==> src/rtl/hit_serializer.sv <==
// hit_serializer: turns per-target hit levels into one queued event per
// target, then replays those events as spaced one-hot pulses on des, so a
// downstream counter that advances on "des non-zero" sees every hit once.
// Optional feature macro: HIT_SERIALIZER_DROP_CNT_EN adds drop_cnt, a
// saturating count of edges on which a rise hit an already-pending target.
module hit_serializer #(
  parameter int N         = 10,
  parameter int PULSE_LEN = 4,
  parameter int GAP_LEN   = 4
) (
  input  logic         clk,
  input  logic         reset_n,
  input  logic [N-1:0] hit,
  input  logic         clear,
  output logic [N-1:0] des,
  output logic         busy,
  output logic [N-1:0] pending
`ifdef HIT_SERIALIZER_DROP_CNT_EN
  ,
  output logic [7:0]   drop_cnt
`endif
);

  localparam int MAX_LEN = (PULSE_LEN > GAP_LEN) ? PULSE_LEN : GAP_LEN;
  localparam int CW      = $clog2(MAX_LEN) + 1;
  localparam logic [CW-1:0] PULSE_LOAD = CW'(PULSE_LEN - 1);
  localparam logic [CW-1:0] GAP_LOAD   = CW'(GAP_LEN - 1);
  localparam logic [N-1:0]  ONE_N      = {{(N-1){1'b0}}, 1'b1};

  typedef enum logic [1:0] {
    S_IDLE  = 2'd0,
    S_PULSE = 2'd1,
    S_GAP   = 2'd2
  } state_e;

  state_e          state_q;
  logic [CW-1:0]   cnt_q;
  logic [N-1:0]    des_q;
  logic [N-1:0]    hit_q;
  logic [N-1:0]    pending_q;
  logic [N-1:0]    pending_d;
  logic [N-1:0]    rise_s;
  logic [N-1:0]    lowest_s;
  logic [N-1:0]    take_s;

  // Edge detect, lowest-index pick, and the next pending mask.
  always_comb begin
    rise_s   = hit & ~hit_q;
    // Two's-complement trick isolates the lowest set bit of pending.
    lowest_s = pending_q & (~pending_q + ONE_N);
    if (state_q == S_IDLE) begin
      take_s = lowest_s;
    end else begin
      take_s = '0;
    end
    // A rise in the same cycle as clear or take survives and is replayed later.
    if (clear) begin
      pending_d = rise_s;
    end else begin
      pending_d = (pending_q & ~take_s) | rise_s;
    end
  end

  // Previous hit levels and the queue of pending events. hit_q resets to
  // all-ones so lines already high at reset release do not count as events.
  always_ff @(posedge clk or negedge reset_n) begin
    if (!reset_n) begin
      hit_q     <= '1;
      pending_q <= '0;
    end else begin
      hit_q     <= hit;
      pending_q <= pending_d;
    end
  end

  // Pulse/gap sequencer: IDLE picks an event, PULSE holds des, GAP keeps it low.
  always_ff @(posedge clk or negedge reset_n) begin
    if (!reset_n) begin
      state_q <= S_IDLE;
      cnt_q   <= '0;
      des_q   <= '0;
    end else begin
      case (state_q)
        S_IDLE: begin
          if (|pending_q) begin
            des_q   <= take_s;
            cnt_q   <= PULSE_LOAD;
            state_q <= S_PULSE;
          end else begin
            des_q   <= '0;
          end
        end
        S_PULSE: begin
          if (cnt_q == '0) begin
            des_q   <= '0;
            cnt_q   <= GAP_LOAD;
            state_q <= S_GAP;
          end else begin
            cnt_q   <= cnt_q - 1'b1;
          end
        end
        S_GAP: begin
          if (cnt_q == '0) begin
            state_q <= S_IDLE;
          end else begin
            cnt_q   <= cnt_q - 1'b1;
          end
        end
        default: begin
          state_q <= S_IDLE;
          cnt_q   <= '0;
          des_q   <= '0;
        end
      endcase
    end
  end

`ifdef HIT_SERIALIZER_DROP_CNT_EN
  logic [7:0] drop_cnt_q;

  // Count edges that lost at least one event to an already-pending target.
  always_ff @(posedge clk or negedge reset_n) begin
    if (!reset_n) begin
      drop_cnt_q <= 8'd0;
    end else if (clear) begin
      drop_cnt_q <= 8'd0;
    end else if ((|(rise_s & pending_q & ~take_s)) && (drop_cnt_q != 8'hFF)) begin
      drop_cnt_q <= drop_cnt_q + 8'd1;
    end else begin
      drop_cnt_q <= drop_cnt_q;
    end
  end

  assign drop_cnt = drop_cnt_q;
`endif

  assign des     = des_q;
  assign pending = pending_q;
  assign busy    = (state_q != S_IDLE) | (|pending_q);

endmodule

==> config.mk <==
export PLATFORM = sky130hd
export DESIGN_NAME = hit_serializer
export DESIGN_NICKNAME = d
export VERILOG_FILES = /design/src/rtl/hit_serializer.sv
export SDC_FILE = /design/constraint.sdc
export NUM_CORES = 1
export LEC_CHECK = 0
export CAP_MARGIN = 0
export CORE_ASPECT_RATIO = 0.5
export CORE_MARGIN = 2
export CORE_UTILIZATION = 35
export DETAILED_ROUTE_END_ITERATION = 10
export HOLD_SLACK_MARGIN = 0.03
export PLACE_DENSITY = 0.63
export SLEW_MARGIN = 20
export SYNTH_ARGS = -nofsm -noshare
export SYNTH_HDL_FRONTEND = slang
export SYNTH_SLANG_ARGS = --single-unit
export TNS_END_PERCENT = 10
==> constraint.sdc <==
create_clock -name clk -period 2.28 [get_ports clk]
set_input_delay 0.228 -clock clk [delete_from_list [all_inputs] [get_ports clk]]
set_output_delay 0.228 -clock clk [all_outputs]
set_load 0.01 [all_outputs]
# Yosys cells after proc, flatten, opt, wreduce, memory -nomap -nowiden
# Cells that the tools add are included.
# word_totals
regBits	35
latchBits	0
ramBits	0
rom_bits	0
in_bits	13
out_inout_bits	21
elab_cells	42
mem_count	0
# classes
n_addsub	2
mul	0
n_div	0
magnitude_cmp	0
eq_ne	6
n_shift	0
n_mux	13
bitwise_logic	9
reduce_logical	7
# op_table
cell	n
two-way mux 10 bit	4
AND 10 bit	3
inverter 10 bit	3
one-hot mux 10 bit (3 select lines)	1
adder 10 x 1 -> 10 bit, second input constant	1
bitwise OR 10 bit	1
OR reduction 10 bit	1
two-way mux 3 bit	3
one-hot mux 3 bit (3 select lines)	1
two-way mux 2 bit	3
!= test 2 bit, second input constant	3
one-hot mux 2 bit (3 select lines)	1
AND reduction 2 bit	2
zero test 3 bit	1
AND reduction 3 bit	1
subtractor 3 x 1 -> 3 bit, second input constant	1
equality test 2 x 1 -> 1 bit, second input constant	1
equality test 2 bit, second input constant	1
zero test 2 bit	1
!= test 2 x 1 -> 1 bit, second input constant	1
nonzero test 2 bit	1
inverter 1 bit	1
bitwise OR 1 bit	1

# Logic depth before layout (Yosys ltp)
# logic_depth
depth_word	8
ltp_mapped	5
ltp_nobuf	5

# Worst setup path after synthesis
# OpenSTA, ideal clock, no wires.
# synth_path
path_type	register to register
start	reg pending_q[3], in the netlist pending[3]
end	reg cnt_q[1]
arrival_ns	1.740
setup_slack_ns	0.417
path_stages_with_launch	5
path_buffers	1
synth_period_minus_slack_ns	1.863
cell_sequence	dfrtp_1 > or4_1 > buf_2 > or3b_4 > o221a_1
# synth_between
elab_chain_cells	3
# synth_lines
element	line_no	text
start, declared	40	logic [N-1:0] pending_q;
start signal, assigned	72	pending_q <= pending_d;
OR reduction 10 bit	85	if (|pending_q) begin
!= test 2 x 1 -> 1 bit (no line)	--	
AND reduction 2 bit (no line)	--	
end signal, assigned	99	cnt_q <= cnt_q - 1'b1;
end signal, assigned	106	cnt_q <= cnt_q - 1'b1;
end, declared	37	logic [CW-1:0] cnt_q;
# No other way between the ends.
# A chain may end at the register's enable or synchronous reset.

# Worst setup path in the final report
# layout_path
start	reg pending_q[3], in the netlist pending[3]
end	out busy
# layout_between
elab_chain_cells	2
# layout_lines
element	line_no	text
OR reduction 10 bit	139	assign busy = (state_q != S_IDLE) | (|pending_q);
bitwise OR 1 bit	139	
end, declared	16	output logic busy,
# No other way between the ends.

==> flow_summary.json <==
{
  "status": "completed",
  "cp_max_fo": 4,
  "clock-sinks": 35,
  "fin_cells": 224,
  "synth-main-ff-cell": "dfrtp_1",
  "drv_cap": 0,
  "critPathLaunchType": "flop",
  "post-route-period-util_pct": 96.4,
  "synth-async-reset-ratio_pct": 100,
  "grt_pass1_vias": 1075,
  "die_h_um": 49.6,
  "ys_top_cells_by_area": "dfrtp_1, dfstp_2, inv_1, a22o_1, o32ai_1",
  "die_area_um2": 4720,
  "clock.fmax_mhz": 455,
  "ys_warn_count": 0,
  "root_buffer": "clkbuf_8",
  "final-hold-violation-count": 0,
  "timing.hold.ws_ns": 0.356,
  "synth_top_area_cell": "dfrtp_1",
  "final_nets": 184,
  "yosysSeqAreaShare_pct": 61.0,
  "cp-end-kind": "primary output",
  "cp.arrival_ns": 1.97,
  "netlist_area_um2": 1460,
  "numPortBuffers": 33,
  "setup_viol": 0,
  "antenna_found_initial": 0,
  "dpl-instance-area_um2": 1890,
  "skew_ns": 0.0106,
  "max-vdd-ir-drop_uv": 283,
  "design_area_um2": 2010,
  "numCtsBuffers": 5,
  "powerDensity_nw_per_um2": 988,
  "crit_required_ns": 2.05,
  "vias": 1082,
  "slew_headroom_pct": 70.8,
  "route.detailed.drc": 0,
  "rows": 16,
  "drtPass1Iterations": 4,
  "grtUsageTotal_pct": 15.2,
  "htreeDepth": 2,
  "synth-seq-cells": 35,
  "final.setup.tns_ns": 0,
  "core_um2": 3940,
  "pre_cts_ws_ns": 0.184,
  "ios": 34,
  "drive_above_1_share_pct": 16.5,
  "worstHoldPathType": "in2async",
  "synthTopCellsByCount": "dfrtp_1, inv_1, dfstp_2, a22o_1, o32ai_1",
  "wl_per_cell_um": 13.9,
  "syn_inst": 125,
  "rsz0062_at_grt": "false",
  "start_util_pct": 36.9,
  "dp_cells": 215,
  "cts_buffer_depth": 2,
  "synth_edf_count": 0,
  "leakagePower_nw": 0.880,
  "viasPerCell": 4.83,
  "drt_iter0_drc": 46,
  "synth.most_common_cell": "dfrtp_1",
  "finalCriticalPeriod_ns": 2.20,
  "worstSetupPathType": "reg2out",
  "grt_max_degree": 36,
  "worstSkewPairLatency_ns": 0.28,
  "syn-mean-instance-area_um2": 11.6,
  "syn2layout_area_growth_pct": 37.8,
  "drv_slew": 0,
  "grt-ovfl-total": 0,
  "gp_congestion": 0.751,
  "ys_types": 33,
  "antenna_cells": 0,
  "path_clk_slew_ns": 0.08,
  "grt_pass1_wl_um": 5420,
  "synth_top_cell_area_share_pct": 43.0,
  "synth.net_count": 140,
  "worstMarginPinSlew_ns": 0.438,
  "fin_ws_ns": 0.0821,
  "cts_tree": "yes",
  "drt_wl_total_um": 3120,
  "num-fill-cells": 345,
  "final_antenna_net_count": 0,
  "dp_hpwl_um": 2200,
  "die-width_um": 95.2
}
[per-layer routing]
metal  share of wire (%)  global-route usage [%]  routed length [um]
met4                0.87                    5.07                  27
met5                   0                       0                   0
met1                  51                    21.6                1590
met3                 3.3                    4.59                 104
met2                  45                    22.2                1400
[repair_timing]
action / 4_1_cts / 5_1_grt
hold buffers: 0 / 0
pin swaps: 0 / 0
endpoints found under the setup margin: 1 / 1
buffers inserted: 0 / 1
resized for setup: 1 / 1
[power breakdown]
part	internal (mW)	total, mW	switching, mW
clock	0.276	0.491	0.215
sequential	0.731	0.803	0.0728
combinational	0.336	0.687	0.351
[stage by stage]
step	total power [mW]	utilization (%)
after floorplan	1.19	-
after global placement	1.48	48.0
after detailed placement	1.50	48.0
after CTS	2.00	50.5
after global routing	2.12	50.9
final	1.98	50.9
[cell usage in the layout (no fill, tap or decap), types with 2 or more instances in the layout]
cell / n
dfrtp_1: 25
nor3b_1: 2
o2bb2ai_1: 3
o21ai_0: 3
nor2b_1: 3
nand3_1: 2
nand2b_1: 3
inv_1: 22
nor2_1: 3
clkbuf_8: 7
a21oi_1: 3
dfstp_2: 10
clkdlybuf4s50_1: 32
nor4_1: 2
nor3_1: 4
buf_4: 9
mux2i_1: 2
or4_1: 2
ha_1: 2
o32ai_1: 8
a22o_1: 8
[cells by family after synthesis]
kind of cell               count (synthesis)  synth area share [%]
DFF                                       35                  61.0
AOI/OAI and AO/OA                         31                  16.9
and+or+nand+nor                           28                  12.0
buffers and inverters                     27                  7.05
muxes                                      2                  1.38
adders and majority gates                  2                  1.72
[layout make-up]
cell class	instances	area (um2)	area share [%]
Tap cell	54	67.6	3.37
Clock buffer	8	100	4.99
Inverter	22	82.6	4.12
Sequential cell	35	888	44.3
Multi-Input combinational cell	63	470	23.5
Timing Repair Buffer	42	397	19.8
[flip-flops by register name, summed over array words and instances, names as in the netlist]
name / flops
cnt_q: 3
state_q: 2
hit_q: 10
des: 10
pending: 10
[worst max-delay path, stage by stage, from the launching register on]
cell,delay [ns]
dfrtp_1,0.41
or4_1,0.56
or3b_4,0.43
dlygate4sd2_1,0.30
[final timing paths]
kind	from	to	slack [ns]	cells after the start
min in group clk	hit[2]	hit_q[2]	0.38	1
setup / recovery	pending[3]	busy	0.08	3
hold reg to reg	des[3]	des[3]	0.50	1
hold / removal	reset_n	pending[4]	0.36	2
max in group asynchronous	reset_n	hit_q[3]	1.58	2
setup reg to reg	pending[3]	des[8]	0.52	4
(Power assumes the default switching activity.)
